$ cat config.mk
export PLATFORM = sky130hd
export DESIGN_NAME = enc_line_trig
export DESIGN_NICKNAME = d
export VERILOG_FILES = /design/src/rtl/enc_line_trig.sv
export SDC_FILE = /design/constraint.sdc
export NUM_CORES = 1
export LEC_CHECK = 0
export ABC_AREA = 1
export BUFFER_PORTS_ARGS = -buffer_cell sky130_fd_sc_hd__buf_2
export CAP_MARGIN = 20
export CORE_ASPECT_RATIO = 0.7
export CORE_MARGIN = 2
export CORE_UTILIZATION = 45
export CTS_CLUSTER_DIAMETER = 40
export CTS_CLUSTER_SIZE = 10
export DETAILED_ROUTE_END_ITERATION = 10
export GPL_TIMING_DRIVEN = 0
export PLACE_DENSITY = 0.75
export SYNTH_ARGS = -nofsm -noshare
export SYNTH_HDL_FRONTEND = slang
export SYNTH_SLANG_ARGS = --single-unit
$ cat constraint.sdc
create_clock -name i_clk -period 5.7 [get_ports i_clk]
set_input_delay 0.57 -clock i_clk [delete_from_list [all_inputs] [get_ports i_clk]]
set_output_delay 0.57 -clock i_clk [all_outputs]
set_load 0.01 [all_outputs]
$ cat src/rtl/enc_line_trig.sv
// Quadrature encoder front end: differential qualify, glitch filter, x4 decode,
// backlash-suppressed line trigger divider. Optional ENC_PERIOD_EN adds trigger period measurement.
module enc_line_trig #(
  parameter int FILT_LEN = 4,
  parameter int POS_W    = 16
) (
  input  logic             i_clk,
  input  logic             i_rst,
  input  logic [2:0]       i_enc_p,
  input  logic [2:0]       i_enc_n,
  input  logic             i_en,
  input  logic [7:0]       i_div,
  input  logic             i_dir_sel,
  output logic             o_line_trig,
  output logic             o_dir,
  output logic [POS_W-1:0] o_pos,
  output logic             o_err,
  output logic [23:0]      o_period,
  output logic             o_period_vld
);

  localparam logic [3:0] CNT_MAX = 4'(FILT_LEN - 1);

  // Next {B,A} state in the 00->01->11->10 rotation
  function automatic logic [1:0] fwd_next(input logic [1:0] ba);
    logic [1:0] nxt;
    case (ba)
      2'b00:   nxt = 2'b01;
      2'b01:   nxt = 2'b11;
      2'b11:   nxt = 2'b10;
      2'b10:   nxt = 2'b00;
      default: nxt = 2'b00;
    endcase
    return nxt;
  endfunction

  logic [2:0]      r_p_s1, r_p_s2, r_n_s1, r_n_s2;
  logic [2:0]      r_cand, r_filt, r_vld;
  logic [2:0][3:0] r_fcnt;
  logic [1:0]      r_ref;
  logic            r_init;
  logic            r_z_prev, r_z_vld_d;
  logic [7:0]      r_step_cnt;
  logic [POS_W-1:0] r_deficit;

  logic [2:0] w_fault;
  logic [1:0] w_ba, w_delta;
  logic       w_chg, w_adj, w_illegal, w_fwd, w_rev, w_count, w_hit, w_trig, w_z_rise;
  logic [7:0] w_div_eff, w_cnt_inc;

  // Two-stage synchronizers; N resets high so the idle state is not a fault
  always_ff @(posedge i_clk) begin
    if (i_rst) begin
      r_p_s1 <= 3'b000;
      r_p_s2 <= 3'b000;
      r_n_s1 <= 3'b111;
      r_n_s2 <= 3'b111;
    end else begin
      r_p_s1 <= i_enc_p;
      r_p_s2 <= r_p_s1;
      r_n_s1 <= i_enc_n;
      r_n_s2 <= r_n_s1;
    end
  end

  assign w_fault = ~(r_p_s2 ^ r_n_s2);

  // Per-channel stability filter; r_vld marks the first accepted value after reset
  always_ff @(posedge i_clk) begin
    if (i_rst) begin
      r_cand <= 3'b000;
      r_filt <= 3'b000;
      r_vld  <= 3'b000;
      r_fcnt <= '0;
    end else begin
      for (int i = 0; i < 3; i++) begin
        if (w_fault[i]) begin
          r_fcnt[i] <= r_fcnt[i];
        end else if (r_vld[i] && (r_p_s2[i] == r_filt[i])) begin
          r_cand[i] <= r_filt[i];
          r_fcnt[i] <= 4'd0;
        end else if (r_p_s2[i] != r_cand[i]) begin
          r_cand[i] <= r_p_s2[i];
          r_fcnt[i] <= 4'd0;
        end else if (r_fcnt[i] == CNT_MAX) begin
          r_filt[i] <= r_cand[i];
          r_vld[i]  <= 1'b1;
          r_fcnt[i] <= 4'd0;
        end else begin
          r_fcnt[i] <= r_fcnt[i] + 4'd1;
        end
      end
    end
  end

  // Step classification and trigger decision
  always_comb begin
    w_ba      = r_filt[1:0];
    w_delta   = w_ba ^ r_ref;
    w_chg     = !r_init && (w_delta != 2'b00);
    w_illegal = w_chg && (w_delta == 2'b11);
    w_adj     = w_chg && (w_delta != 2'b11);
    w_fwd     = w_adj && ((w_ba == fwd_next(r_ref)) ^ i_dir_sel);
    w_rev     = w_adj && !w_fwd;
    w_div_eff = (i_div == 8'd0) ? 8'd1 : i_div;
    w_cnt_inc = r_step_cnt + 8'd1;
    w_count   = w_fwd && (r_deficit == {POS_W{1'b0}});
    w_hit     = w_count && (w_cnt_inc >= w_div_eff);
    w_trig    = w_hit && i_en;
    w_z_rise  = r_filt[2] && !r_z_prev && r_z_vld_d;
  end

  // Decode state, position, backlash deficit and trigger output
  always_ff @(posedge i_clk) begin
    if (i_rst) begin
      r_ref       <= 2'b00;
      r_init      <= 1'b1;
      r_z_prev    <= 1'b0;
      r_z_vld_d   <= 1'b0;
      r_step_cnt  <= 8'd0;
      r_deficit   <= {POS_W{1'b0}};
      o_line_trig <= 1'b0;
      o_dir       <= 1'b0;
      o_pos       <= {POS_W{1'b0}};
      o_err       <= 1'b0;
    end else begin
      o_line_trig <= w_trig;
      r_z_prev    <= r_filt[2];
      r_z_vld_d   <= r_vld[2];
      if ((|w_fault) || w_illegal) begin
        o_err <= 1'b1;
      end
      if (r_init && r_vld[0] && r_vld[1]) begin
        r_ref  <= w_ba;
        r_init <= 1'b0;
      end else if (w_chg) begin
        r_ref <= w_ba;
      end
      if (w_fwd) begin
        o_dir <= 1'b1;
        if (r_deficit != {POS_W{1'b0}}) begin
          r_deficit <= r_deficit - POS_W'(1);
        end else if (w_hit) begin
          r_step_cnt <= 8'd0;
        end else begin
          r_step_cnt <= w_cnt_inc;
        end
      end else if (w_rev) begin
        o_dir <= 1'b0;
        if (r_deficit != {POS_W{1'b1}}) begin
          r_deficit <= r_deficit + POS_W'(1);
        end
      end
      // Index wins over a coincident step
      if (w_z_rise) begin
        o_pos <= {POS_W{1'b0}};
      end else if (w_fwd) begin
        o_pos <= o_pos + POS_W'(1);
      end else if (w_rev) begin
        o_pos <= o_pos - POS_W'(1);
      end
    end
  end

`ifdef ENC_PERIOD_EN
  logic [23:0] r_per_cnt;
  logic        r_per_armed;

  // Trigger-to-trigger period; the first trigger after reset only starts the count
  always_ff @(posedge i_clk) begin
    if (i_rst) begin
      r_per_cnt    <= 24'd0;
      r_per_armed  <= 1'b0;
      o_period     <= 24'd0;
      o_period_vld <= 1'b0;
    end else begin
      o_period_vld <= 1'b0;
      if (w_trig) begin
        r_per_cnt   <= 24'd0;
        r_per_armed <= 1'b1;
        if (r_per_armed) begin
          o_period     <= (r_per_cnt == 24'hFFFFFF) ? r_per_cnt : r_per_cnt + 24'd1;
          o_period_vld <= 1'b1;
        end
      end else if (r_per_cnt != 24'hFFFFFF) begin
        r_per_cnt <= r_per_cnt + 24'd1;
      end
    end
  end
`else
  assign o_period     = 24'd0;
  assign o_period_vld = 1'b0;
`endif

endmodule

# After elaboration in Yosys (flattened, before gate mapping)
# Cells that the tools add are included.
dict set report totals {
  regBits 81
  input_bits 18
  out_inout_bits 44
  word_cells 134
}
dict set report op_classes {
  addsub 8
  magnitude_cmp 1
  n_eq_ne 17
  mux 28
  bitwise_logic 14
  reduce_logical 40
}
# operator count
set op_table {}
lappend op_table {{16-bit two-way mux} 6}
lappend op_table {{4-bit two-way mux} 9}
lappend op_table {{16-bit by 1-bit adder with 16-bit output, second input constant} 2}
lappend op_table {{16-bit by 1-bit subtractor with 16-bit output, second input constant} 2}
lappend op_table {{16-bit logical NOT} 1}
lappend op_table {{8-bit two-way mux} 2}
lappend op_table {{16-bit != test, second input constant} 1}
lappend op_table {{16-bit nonzero test} 1}
lappend op_table {{1-bit logical AND} 15}
lappend op_table {{2-bit nonzero test} 7}
lappend op_table {{4-bit by 1-bit adder with 4-bit output, second input constant} 3}
lappend op_table {{4-bit by 2-bit equality test with 1-bit output, second input constant} 3}
lappend op_table {{4-bit AND reduction} 3}
lappend op_table {{1-bit NOT} 10}
lappend op_table {{8-bit by 1-bit adder with 8-bit output, second input constant} 1}
lappend op_table {{8-bit greater-or-equal comparator} 1}
lappend op_table {{8-bit logical NOT} 1}
lappend op_table {{1-bit two-way mux} 8}
lappend op_table {{2-bit one-hot mux with 4 select lines} 1}
lappend op_table {{2-bit AND reduction} 4}
lappend op_table {{2-bit equality test, second input constant} 3}
lappend op_table {{2-bit two-way mux} 2}
lappend op_table {{1-bit equality test} 3}
lappend op_table {{1-bit logical NOT} 3}
lappend op_table {{other kinds (14)} 16}

# Logic depth before layout (Yosys ltp)
dict set report logic_depth {
  depth_word 9
  depth_mapped 21
  depth_no_buf 20
}

# Worst setup path before layout
# Ideal clock, no wire load.
dict set report synth_timing {
  path_type {register to register}
  start {register r_filt[0]}
  end {register r_deficit[10]}
  setup_time_ns 0.116
  t_arrival_ns 3.007
  t_required_ns 5.584
  path_slack_ns 2.577
  path_stages_with_launch 18
  n_path_buf 1
  synth_period_minus_slack_ns 3.123
  cell_sequence {dfxtp_1 -> inv_2 -> nand2_1 -> nand2_1 -> nand2_2 -> nand3_4 -> buf_6 -> nor2_2 -> inv_1 -> fa_1 -> o21ai_0 -> nand3_1 -> nand2_1 -> nand2_1 -> nand2_1 -> nand2_1 -> a21oi_1 -> nor2_1}
}
dict set report synth_via {
  elab_chain_len 9
  elab_cells_between_ends 15
  cone_classes {eq/ne (3); mux (1); bitwise (2); reduce/logical (9)}
}
# element line
set synth_rtl {}
lappend synth_rtl {{from (decl)} 38} ;# logic [2:0] r_cand, r_filt, r_vld;
lappend synth_rtl {{from (signal, indexed assignment)} 86} ;# r_filt[i] <= r_cand[i];
lappend synth_rtl {{2-bit bitwise XOR} 99} ;# w_delta = w_ba ^ r_ref;
lappend synth_rtl {{2-bit nonzero test} 100} ;# w_chg = !r_init && (w_delta != 2'b00);
lappend synth_rtl {{1-bit logical AND} 100}
lappend synth_rtl {{1-bit logical AND} 102} ;# w_adj = w_chg && (w_delta != 2'b11);
lappend synth_rtl {{1-bit logical AND *} 103} ;# w_fwd = w_adj && ((w_ba == fwd_next(r_ref)) ^ i_dir_sel);
lappend synth_rtl {{net w_fwd} 48} ;# logic w_chg, w_adj, w_illegal, w_fwd, w_rev, w_count, w_hit, w_trig, w_z_rise;
lappend synth_rtl {{1-bit logical NOT} 104} ;# w_rev = w_adj && !w_fwd;
lappend synth_rtl {{1-bit logical AND} 104}
lappend synth_rtl {{2-bit nonzero test (no line)} -}
lappend synth_rtl {{3-bit AND reduction (no line)} -}
lappend synth_rtl {{to (signal assigned)} 121} ;# r_deficit <= {POS_W{1'b0}};
lappend synth_rtl {{to (signal assigned)} 142} ;# r_deficit <= r_deficit - POS_W'(1);
lappend synth_rtl {{to (signal assigned)} 151} ;# r_deficit <= r_deficit + POS_W'(1);
lappend synth_rtl {{to (decl)} 44} ;# logic [POS_W-1:0] r_deficit;
# The timed path passes the listed nets; every way through them passes the cells marked *.
# A chain may end at the register's enable or synchronous reset.

# Worst setup path in the final report
dict set report layout_timing {
  start {register r_filt[1]}
  end {register r_deficit[14]}
}
# Same word-level chain as after synthesis.

==> results.md <==
Clock network:
- After clock tree synthesis, the repair step resized 0 gates.
- The maximum clock path buffer count is 2.
- The post-CTS setup buffer count is 0.
- The count of hold-fix buffers inserted at cts is 0.
- Clock tree synthesis inserted a total of 9 buffers.
- The TritonCTS clock tree is yes.
- The clock latency at the later pin of the worst-skew pair is 0.35 ns.
- The number of H-tree levels is 3.
- Counting every sink on the clock net gives 81.
- After clock tree synthesis, the clock-pin slew on the worst setup and hold paths is 0.06 ns.
- Clock tree synthesis selected as its root buffer the cell sky130_fd_sc_hd__clkbuf_16.

Setup path:
- By startpoint and endpoint, the worst setup path is classified as reg -> reg.
- Setup slack on the worst reg-to-reg path comes out at 1.68 ns.
- The worst setup path is launched from a flop.
- The worst reg-to-reg path cell count is 17.
- The worst path buffer plus inverter count is 3.
- The total stage count of the critical path is 17.
- Among all stages on the critical path, the largest delay is contributed by sky130_fd_sc_hd__nor2_2.
- In this run the critical register-to-register path is launched from r_filt[1].
- Walking the worst path, the cells encountered are inv_2 > nand2_1 > nand2_1 > nand2_2 > nand3_4 > buf_6 > nor2_2 > inv_1 > fa_1 > o21ai_0 > nand3_1 > nand2_1 > nand2_1 > nand2_1 > nand2_1 > a21oi_1 > nor2_1.
- The signal arrival time at the worst endpoint is 4.26 ns.
- The top cell family by delay on the critical path is simple AND/OR/NAND/NOR gates.
- In this run the worst setup path begins at r_filt[1].
- The worst setup path endpoint is r_deficit[14].
- The worst setup path is captured at a flop.
- The endpoint of the lowest-slack register-to-register path is r_deficit[14].
- In this run the worst path has a maximum fanout of 18.
- The worst path required time is 5.94 ns.
- For this run, the slowest stage of the critical path takes 0.67 ns.
- The most numerous cell type found on the critical path is sky130_fd_sc_hd__nand2_1.

Synthesis:
- The share of the Yosys chip area taken by registers is 0.305.
- The number of enable-type register cells in the synthesized netlist is 0.
- The total number of yosys warnings is 0.
- The number of instances in the synthesized netlist is 773.
- The netlist area before placement is 5310 µm².
- In the synthesized netlist the dominant register cell turns out to be sky130_fd_sc_hd__dfxtp_1.
- The proportion of register bits with asynchronous set or reset after synthesis is 0.
- Counting flops and latches in the post-synthesis netlist gives 81.
- The unique cell type count in the Yosys netlist is 42.
- In this run the mean area of a mapped cell was 6.87 µm².

Place:
- Counting tap cells, the placed design contains a total of 989 instances.
- After detailed placement, the total cell area comes to 5770 µm².
- Once detailed placement completed, the half-perimeter wirelength came to 8.81 mm.
- In this run the tool buffered the top-level ports with 35 buffer cells.
- The final weighted congestion in routability-driven placement is 0.909.

GRT:
- The number of antenna violations at the first check in global routing is 0.
- Entering global routing, the biggest net connects 19 pins.
- The first global-routing pass estimated 19.5 mm of wire.
- The aggregate global routing overflow is 0.
- The via count of the first global-routing pass is 4330.
- The total track usage is 0.191.

Detailed routing:
- For this run, the detailed router's first-pass iteration total came to 5.
- The detailed-route via count is 4808.
- The detail route stage leaves a number of antenna-violating nets equal to 0.
- The wire length per cell is 11.5 µm.
- In the routed design, unresolved DRC markers number 0.
- The ratio of routed vias to standard cells is 4.78.
- The number of DRC markers after the initial detailed-route iteration is 345.
- Summed over all layers, the routed wires come to 11.6 mm.

Timing:
- Setup repair after global routing left no endpoint under its margin.
- The final number of setup-violating endpoints is 0.
- Headroom to the max-slew limit came out at 0.434.
- The final cycle utilization of the critical path is 0.705.
- For the final database, setup skew stands at 0.00542 ns.
- Derived from the worst setup path, the maximum achievable clock frequency is 249 MHz.
- Counting I/O delays and the setup requirement, the final critical path takes 4.02 ns.
- The max-slew violation count is 0.
- For the pin with the worst max-slew slack, the measured transition is 0.848 ns.
- The setup TNS is 0 ns.
- Final hold analysis gives a worst-case slack of 0.397 ns.
- The hold violation count in the final report came to 0.

Floorplan:
- In this run the core area contains 33 standard-cell rows.
- The chip width is 134 µm.
- The initial utilization of the core area, before any placement, comes to 0.458.
- The die covers 12700 µm².
- The floorplan step defined a core boundary enclosing 11600 µm².
- The boundary pin count is 62.
- In this run the vertical extent of the chip is 94.9 µm.

Min path:
- In this run the worst hold path is classified as in -> reg.

Finish:
- Of the cells placed in the final design, the portion with a size suffix greater than 1 is 0.126.
- The area growth from synthesis to layout is 14.6%.
- The antenna cell count is 0.
- After the flow finishes, the layout carries non-filler instances totaling 1005.
- The final layout contains 903 nets.
- The post-route standard cell area excluding fillers is 6080 µm².

Pwr:
- IR analysis of the VDD net gives a maximum drop of 0.169 mV.
- The overall power after layout is 1290 µW.
- The leakage power summed over all cells is 0.00316 µW.
- In this run the power density over the cells is 212 nW/µm².

Job:
- The total of max-cap violations is 0.

Run status:
- The flow ran to the end, and the final reports show no timing, DRC or antenna violations.
[final cells by class]
cell class / count / area (µm²)
Multi-Input combinational cell: 582 / 3150
Fill cell: 1111 / 5520
Sequential cell: 81 / 1620
Timing Repair Buffer: 35 / 175
Tap cell: 157 / 196
Clock inverter: 6 / 72.6
Buffer: 38 / 255
Clock buffer: 10 / 239
Inverter: 96 / 373
[synthesized netlist by cell type, drive strengths merged, types with 5 or more instances]
library cell    n  share of area
o21ai          39          0.037
or2             9          0.011
a21o            6         0.0085
dfxtp          81           0.31
nand2         183           0.13
clkbuf          8         0.0057
nor2           95          0.070
xor2           16          0.026
ha             40          0.094
inv            95          0.067
nand4           5         0.0059
xnor2          14          0.023
nand3          37          0.037
a21oi          68          0.066
nand3b          5         0.0071
buf            30          0.042
o21bai          8          0.011
nor3           12          0.013
[cell usage in the layout, fill, tap and decap left out, types with 3 or more instances in the layout]
cell type and instances:
sky130_fd_sc_hd__o21ai_0 38, sky130_fd_sc_hd__buf_2 38, sky130_fd_sc_hd__nor2_1 92, sky130_fd_sc_hd__clkbuf_1 8, sky130_fd_sc_hd__buf_4 25, sky130_fd_sc_hd__or2_2 9, sky130_fd_sc_hd__xnor2_1 14, sky130_fd_sc_hd__nor4_1 3
sky130_fd_sc_hd__a211oi_1 3, sky130_fd_sc_hd__conb_1 25, sky130_fd_sc_hd__a21o_1 6, sky130_fd_sc_hd__nor3_1 11, sky130_fd_sc_hd__a31oi_1 3, sky130_fd_sc_hd__ha_1 40, sky130_fd_sc_hd__nand2_2 3, sky130_fd_sc_hd__clkbuf_16 9
sky130_fd_sc_hd__nand4_1 5, sky130_fd_sc_hd__o21bai_1 8, sky130_fd_sc_hd__dfxtp_1 81, sky130_fd_sc_hd__inv_2 3, sky130_fd_sc_hd__nand3b_1 5, sky130_fd_sc_hd__xor2_1 16, sky130_fd_sc_hd__a21oi_1 66, sky130_fd_sc_hd__inv_1 92
sky130_fd_sc_hd__nand2_1 179, sky130_fd_sc_hd__nand3_1 36
[sequential cells by signal (all words and copies together), names as in the netlist, 2 cells and up]
register and cells:
o_pos 16, r_deficit 16, r_fcnt 12, r_step_cnt 8, r_cand 3, r_filt 3
r_n_s1 3, r_n_s2 3, r_p_s1 3, r_p_s2 3, r_vld 3, r_ref 2
[worst reg2reg max path: cells and delay by family, from the launching register on]
kind / cells / cell delay (ns)
compound gates: 2 / 0.52
buf+inv: 3 / 0.81
fa+ha+maj: 1 / 0.56
flops: 1 / 0.42
simple gates: 11 / 1.60
[worst min-delay path by stage]
| stage | slack [ns] | cells after the start | startpoint | to |
|---|---|---|---|---|
| 2_1_floorplan | 0.39 | 2 | r_p_s1[0] | r_p_s2[0] |
| 3_3_place_gp | 0.39 | 2 | r_p_s1[0] | r_p_s2[0] |
| 3_5_place_dp | 0.40 | 1 | r_n_s1[1] | r_n_s2[1] |
| 4_1_cts | 0.39 | 2 | i_enc_n[0] | r_n_s1[0] |
| 5_1_grt | 0.39 | 2 | i_enc_n[0] | r_n_s1[0] |
| 6_report | 0.40 | 2 | i_enc_n[1] | r_n_s1[1] |
[kinds of logic (layout without fill, tap and decap cells)]
kind of cell | after synthesis | after routing | share of synthesized area
other | 1 | 25 | 0.000706
xor gates and xnor gates | 30 | 30 | 0.0495
AOI/OAI and AO/OA | 134 | 134 | 0.141
adders and majority gates | 42 | 42 | 0.102
buffers and inverters | 134 | 185 | 0.118
and+or+nand+nor | 351 | 351 | 0.283
DFF | 81 | 81 | 0.305
[power breakdown]
group / internal (µW) / leakage (µW) / switching, µW
sequential: 580 / 0.000657 / 9.83
clock: 356 / 0.000150 / 248
combinational: 38.0 / 0.00235 / 55.4
[through the flow]
stage / utilization / setup WS [ns]
after floorplan: - / 2.58
after CTS: 0.524 / 1.72
after global placement: 0.497 / 1.72
after global routing: 0.524 / 1.34
final: 0.524 / 1.68
after detailed placement: 0.497 / 1.73
[metal layers]
| layer | wire length [µm] | track usage | vias up | share of wire |
|---|---|---|---|---|
| li1 | - | - | 2589 | - |
| met2 | 4850 | 0.299 | 99 | 0.42 |
| met4 | 125 | 0.0541 | 0 | 0.011 |
| met1 | 6070 | 0.263 | 2107 | 0.52 |
| met3 | 542 | 0.0446 | 13 | 0.047 |
| met5 | 0 | 0 | - | 0 |
No activity file was read; power rests on OpenSTA's default activity.
